<file path="src/rtl/sa_pkg.sv">
// Shared definitions for the systolic-array sequencer: default array size,
// controller state encoding and the width helper used for counter sizing.
package sa_pkg;

   localparam int unsigned SA_N_DEFAULT = 4;

   typedef enum logic [2:0] {
      S_IDLE  = 3'd0,
      S_CLEAR = 3'd1,
      S_FEED  = 3'd2,
      S_WRITE = 3'd3,
      S_DONE  = 3'd4
   } sa_state_e;

   function automatic int unsigned sa_clog2(input int unsigned v);
      int unsigned r;
      r = 0;
      while ((64'd1 << r) < 64'(v)) r++;
      return r;
   endfunction

endpackage

</file>
<file path="src/rtl/sa_sequencer_if.sv">
// Control bundle from the sequencer to the systolic array and result buffer.
interface sa_sequencer_if
   import sa_pkg::*;
#(
   parameter int unsigned N = SA_N_DEFAULT
);
   localparam int unsigned STEP_W = sa_clog2(3 * N - 2);
   localparam int unsigned ROW_W  = sa_clog2(N);

   logic              clr_acc;
   logic              feed_en;
   logic [STEP_W-1:0] step;
   logic [N-1:0]      row_valid;
   logic [N-1:0]      col_valid;
   logic              res_wr_en;
   logic [ROW_W-1:0]  res_row;
   logic              busy;
   logic              all_done;

   modport master (
      output clr_acc, feed_en, step, row_valid, col_valid,
             res_wr_en, res_row, busy, all_done
   );

   modport slave (
      input  clr_acc, feed_en, step, row_valid, col_valid,
             res_wr_en, res_row, busy, all_done
   );

endinterface

</file>
<file path="src/rtl/sa_start_sync.sv">
// Two-flop synchronizer for the board switch plus rising-edge detector.
module sa_start_sync (
   input  logic clk,
   input  logic reset,
   input  logic switch,
   output logic start
);

   logic s1, s2, prev;

   // Loading ones on reset means a switch already high cannot look like a new edge.
   always_ff @(posedge clk) begin
      if (reset) begin
         s1   <= 1'b1;
         s2   <= 1'b1;
         prev <= 1'b1;
      end else begin
         s1   <= switch;
         s2   <= s1;
         prev <= s2;
      end
   end

   assign start = s2 & ~prev;

endmodule

</file>
<file path="src/rtl/sa_sequencer.sv">
// Systolic-array sequencer: clear accumulators, skew-feed operands for 3N-2
// steps, then write N result rows; one run per rising edge of the switch.
module sa_sequencer
   import sa_pkg::*;
#(
   parameter int unsigned N = SA_N_DEFAULT
) (
   input  logic           clk,
   input  logic           reset,
   input  logic           switch,
   sa_sequencer_if.master seq
);

   localparam int unsigned STEP_W = sa_clog2(3 * N - 2);
   localparam int unsigned ROW_W  = sa_clog2(N);
   localparam logic [STEP_W-1:0] STEP_LAST = STEP_W'(3 * N - 3);
   localparam logic [ROW_W-1:0]  ROW_LAST  = ROW_W'(N - 1);

   logic              start;
   sa_state_e         state_q, state_d;
   logic [STEP_W-1:0] step_q, step_d;
   logic [ROW_W-1:0]  row_q, row_d;
   logic [N-1:0]      valid;

   sa_start_sync u_start_sync (
      .clk    (clk),
      .reset  (reset),
      .switch (switch),
      .start  (start)
   );

   always_ff @(posedge clk) begin
      if (reset) begin
         state_q <= S_IDLE;
         step_q  <= '0;
         row_q   <= '0;
      end else begin
         state_q <= state_d;
         step_q  <= step_d;
         row_q   <= row_d;
      end
   end

   // Counters default to zero so they read 0 in every state but their own.
   always_comb begin
      state_d = state_q;
      step_d  = '0;
      row_d   = '0;
      unique case (state_q)
         S_IDLE:  if (start) state_d = S_CLEAR;
         S_CLEAR: state_d = S_FEED;
         S_FEED: begin
            if (step_q == STEP_LAST) state_d = S_WRITE;
            else                     step_d  = step_q + 1'b1;
         end
         S_WRITE: begin
            if (row_q == ROW_LAST) state_d = S_DONE;
            else                   row_d   = row_q + 1'b1;
         end
         S_DONE:  if (start) state_d = S_CLEAR;
         default: state_d = S_IDLE;
      endcase
   end

   // Lane i is active while its skewed window i <= t < i+N covers the step.
   always_comb begin
      valid = '0;
      if (state_q == S_FEED) begin
         for (int unsigned i = 0; i < N; i++) begin
            if (32'(step_q) >= i && 32'(step_q) < i + N) valid[i] = 1'b1;
         end
      end
   end

   assign seq.clr_acc   = (state_q == S_CLEAR);
   assign seq.feed_en   = (state_q == S_FEED);
   assign seq.step      = step_q;
   assign seq.row_valid = valid;
   assign seq.col_valid = valid;
   assign seq.res_wr_en = (state_q == S_WRITE);
   assign seq.res_row   = row_q;
   assign seq.busy      = (state_q == S_CLEAR) || (state_q == S_FEED) || (state_q == S_WRITE);
   assign seq.all_done  = (state_q == S_DONE);

endmodule

</file>
<file path="src/flat_wrapper.sv">
// flat-port wrapper written by rule: the top's interface ports become plain ports
module sa_sequencer_flat import sa_pkg::*;
#(
   parameter int unsigned N = SA_N_DEFAULT
)
  (clk, reset, switch, seq_clr_acc, seq_feed_en, seq_step, seq_row_valid, seq_col_valid, seq_res_wr_en, seq_res_row, seq_busy, seq_all_done);
  sa_sequencer_if #(.N(N)) seq_i ();
  input  logic clk;
  input  logic reset;
  input  logic switch;
  output wire logic [$bits(seq_i.clr_acc)-1:0] seq_clr_acc;
  output wire logic [$bits(seq_i.feed_en)-1:0] seq_feed_en;
  output wire logic [$bits(seq_i.step)-1:0] seq_step;
  output wire logic [$bits(seq_i.row_valid)-1:0] seq_row_valid;
  output wire logic [$bits(seq_i.col_valid)-1:0] seq_col_valid;
  output wire logic [$bits(seq_i.res_wr_en)-1:0] seq_res_wr_en;
  output wire logic [$bits(seq_i.res_row)-1:0] seq_res_row;
  output wire logic [$bits(seq_i.busy)-1:0] seq_busy;
  output wire logic [$bits(seq_i.all_done)-1:0] seq_all_done;
  assign seq_clr_acc = seq_i.clr_acc;
  assign seq_feed_en = seq_i.feed_en;
  assign seq_step = seq_i.step;
  assign seq_row_valid = seq_i.row_valid;
  assign seq_col_valid = seq_i.col_valid;
  assign seq_res_wr_en = seq_i.res_wr_en;
  assign seq_res_row = seq_i.res_row;
  assign seq_busy = seq_i.busy;
  assign seq_all_done = seq_i.all_done;
  sa_sequencer #(.N(N)) u_core (.clk(clk), .reset(reset), .switch(switch), .seq(seq_i));
endmodule
</file>
<file path="config.mk">
export PLATFORM = sky130hd
export DESIGN_NAME = sa_sequencer_flat
export DESIGN_NICKNAME = d
export VERILOG_FILES = /design/src/rtl/sa_pkg.sv /design/src/rtl/sa_sequencer_if.sv /design/src/rtl/sa_start_sync.sv /design/src/rtl/sa_sequencer.sv /design/src/flat_wrapper.sv
export SDC_FILE = /design/constraint.sdc
export NUM_CORES = 1
export LEC_CHECK = 0
export CORE_AREA = 8 8 49 51
export CTS_CLUSTER_DIAMETER = 80
export DETAILED_ROUTE_END_ITERATION = 8
export DIE_AREA = 0 0 57 59
export PLACE_DENSITY = 0.75
export REMOVE_ABC_BUFFERS = 1
export SLEW_MARGIN = 15
export SYNTH_ARGS = -nofsm -noshare
export SYNTH_HDL_FRONTEND = slang
export SYNTH_SLANG_ARGS = --single-unit
</file>
<file path="constraint.sdc">
create_clock -name clk -period 1.2 [get_ports clk]
set_clock_uncertainty 0.15 [all_clocks]
set_input_delay 0.12 -clock clk [delete_from_list [all_inputs] [get_ports clk]]
set_output_delay 0.12 -clock clk [all_outputs]
set_load 0.02 [all_outputs]
</file>
==> reports/results.txt <==
Finish-stage setup viols - 22
die height - 59 um
status - finished with violations
CTS clk-pin slew, worst paths - 0.08 ns
GRT Resource Usage Total - 10.41%
CTS H-tree lvls - 1
largest net degree at the start of global routing - 9
n_diodes - 0
Avg WL per Cell - 15.08 um
Least-Margin Pin Slew - 0.3908 ns
routability cong. - 0.7739
VDD IR max - 0.0004554 V
Rows - 15
CP arrival - 1.38 ns
antenna viol nets, final - 0
post-DP HPWL - 1181 um
post-route setup slack - -0.4452 ns
library cells used by synthesis - 29
global-route wire length before repair - 2711 um
number of global-route vias before repair - 546
most frequent cells in the layout - buf_4, buf_6, nor2_1
HP Class - input port to flip-flop
Startpoint Class - flip-flop
Congestion Overflow GR - 0
share of layout cells above drive strength 1 - 67.35%
Hold Buf Count CTS - 0
CTS tree - done
Final Cycle Share - 137.1%
Pins Over Slew Limit - 0
Final Cell Area - 1045 um^2
die area - 3363 um^2
Power per Cell Area - 815.8 nW/um^2
Hold Crit Start - switch
CP Class - flip-flop to output port
Finished Layout Cells - 115
sequential element share of the synthesized area - 39.59%
RSZ-0062 raised after global routing - yes
Cell Area, Synth - 606.8 um^2
total chip power - 0.8523 mW
drt initial violations - 0
RR Startpoint - u_core.state_q[2]$_SDFFE_PP0P_
I/O Buffers - 21
total CTS buffers - 3
Nets - 106
CP cell instances - inv_2 > ha_2 > nor2b_1 > a211oi_4 > buf_4
deepest clock path buffer count - 2
total core area - 1652 um^2
Leak - 0.4312 nW
Crit Path Max Fanout - 5
Initial Util - 36.74%
root buf cell - clkbuf_4
Area growth syn-to-layout - 72.16%
failing checks - setup timing
Critical Path RT - 0.93 ns
# Max-Cap Violations - 0
clock sink total - 12
average cell area after synthesis - 9.336 um^2
placed cells - 108
Slew Limit Headroom - 73.87%
Avg Vias per Cell - 4.696
io pins - 22
Worst Setup SP - u_core.seq.step[0]$_SDFF_PP0_
Clock Latency Late Sink - 0.28 ns
Slowest-stage cell, CP - dfxtp_4
cell taking the most area after synthesis - dfxtp_1
synthesized instance count - 65
detailed-route via count - 540
synth warn - 0
final hold violation count - 0
Final Routed Wirelength - 1734 um
chip width - 57 um
most common cell after layout, fill and taps aside - buf_4
First-pass DRT Iterations - 1
DRC viols - 0
max frequency - 607.8 MHz
fin crit period - 1.645 ns
pre-CTS setup slack - -0.6034 ns
synth top area cells - dfxtp_1, ha_1, nor2_1
Critical Path End Type - output port
flops & latches, synth - 12
Post-DP Area - 879.6 um^2
slowest cell delay on critical path - 0.37 ns
initial antenna violation count - 0
Yosys top cell area share - 39.59%
flip-flops by register name, summed over array words and instances (netlist names):
register,flops
u_core.seq.step,4
u_core.state_q,3
u_core.seq.res_row,2
u_core.u_start_sync.prev,1
u_core.u_start_sync.s1,1
u_core.u_start_sync.s2,1
stage by stage:
| step | setup TNS [ns] | utilization [%] | hold WS [ns] |
|---|---|---|---|
| floorplan | -5.400 | - | 0.04238 |
| global placement | -7.224 | 53.26 | 0.2365 |
| detailed placement | -7.823 | 53.26 | 0.2542 |
| CTS | -4.326 | 57.05 | 0.2596 |
| global route | -5.838 | 63.26 | 0.2512 |
| finish | -4.544 | 63.26 | 0.2579 |
path summary, 6_finish.rpt:
path / to / slack (ns) / depth (start not counted)
min: u_core.u_start_sync.s1$_SDFF_PP1_ / 0.26 / 2
max: seq_col_valid[1] / -0.45 / 5
min reg2reg: u_core.u_start_sync.s2$_SDFF_PP1_ / 0.28 / 1
max reg2reg: u_core.state_q[2]$_SDFFE_PP0P_ / -0.12 / 6
Yosys cell counts:
library cell,n
nor3b_1,1
a31o_1,1
nor3_2,1
or2_1,3
o211ai_2,1
nand3b_1,1
ha_1,4
nor2b_1,1
nor4_1,1
and2_1,1
mux2i_1,1
clkbuf_1,1
buf_4,5
nor2_1,12
nand2b_2,1
xnor2_1,2
and3_1,1
dfxtp_1,12
inv_2,1
xor2_1,1
a211oi_2,1
nand2_1,1
nand2b_1,1
o21ai_1,1
nor3b_4,1
a22oi_1,1
inv_1,4
nor3b_2,1
nand3_1,2
routing by layer:
layer,global-route usage (%),up-vias,part of all wire [%]
li1,-,274,-
met3,2.361,4,2.4
met2,17.67,12,54
met5,0,-,0
met4,7.047,0,2.3
met1,11.22,250,41
worst max-delay path, delay by kind of cell, from the launching register on:
kind            cells  cell delay [ns]
compound gates      1             0.23
fa+ha+maj           1             0.19
buf+inv             2             0.23
flops               1             0.37
simple gates        1             0.08
where the power goes:
group / switching [mW] / internal, mW / leakage (nW)
logic: 0.0598 / 0.0524 / 0.308
registers: 0.00550 / 0.403 / 0.102
clock network: 0.147 / 0.185 / 0.0210
total: 0.212 / 0.640 / 0.431
timing repair:
item	in CTS	in global routing
setup buffers	2	3
pin swaps	2	4
resized for setup	113	25
endpoints found under the setup margin	27	27
cell type report:
cell class	instances	area [um^2]
inverter	5	18.77
tap	17	21.27
clock buffer	4	36.28
sequential	12	255.2
timing repair buffer	35	300.3
multi-input combinational	42	412.9
fill	133	606.8
logic make-up after synthesis:
| kind of cell | synth area share, % |
|---|---|
| AO/OA/AOI/OAI | 7.628 |
| XOR/XNOR | 4.331 |
| adder cells (fa/ha/maj) | 8.248 |
| buffers and inverters | 9.896 |
| flip-flops | 39.59 |
| multiplexers | 1.650 |
| AND/OR/NAND/NOR | 28.66 |
Power figures use the tool's default switching activity.
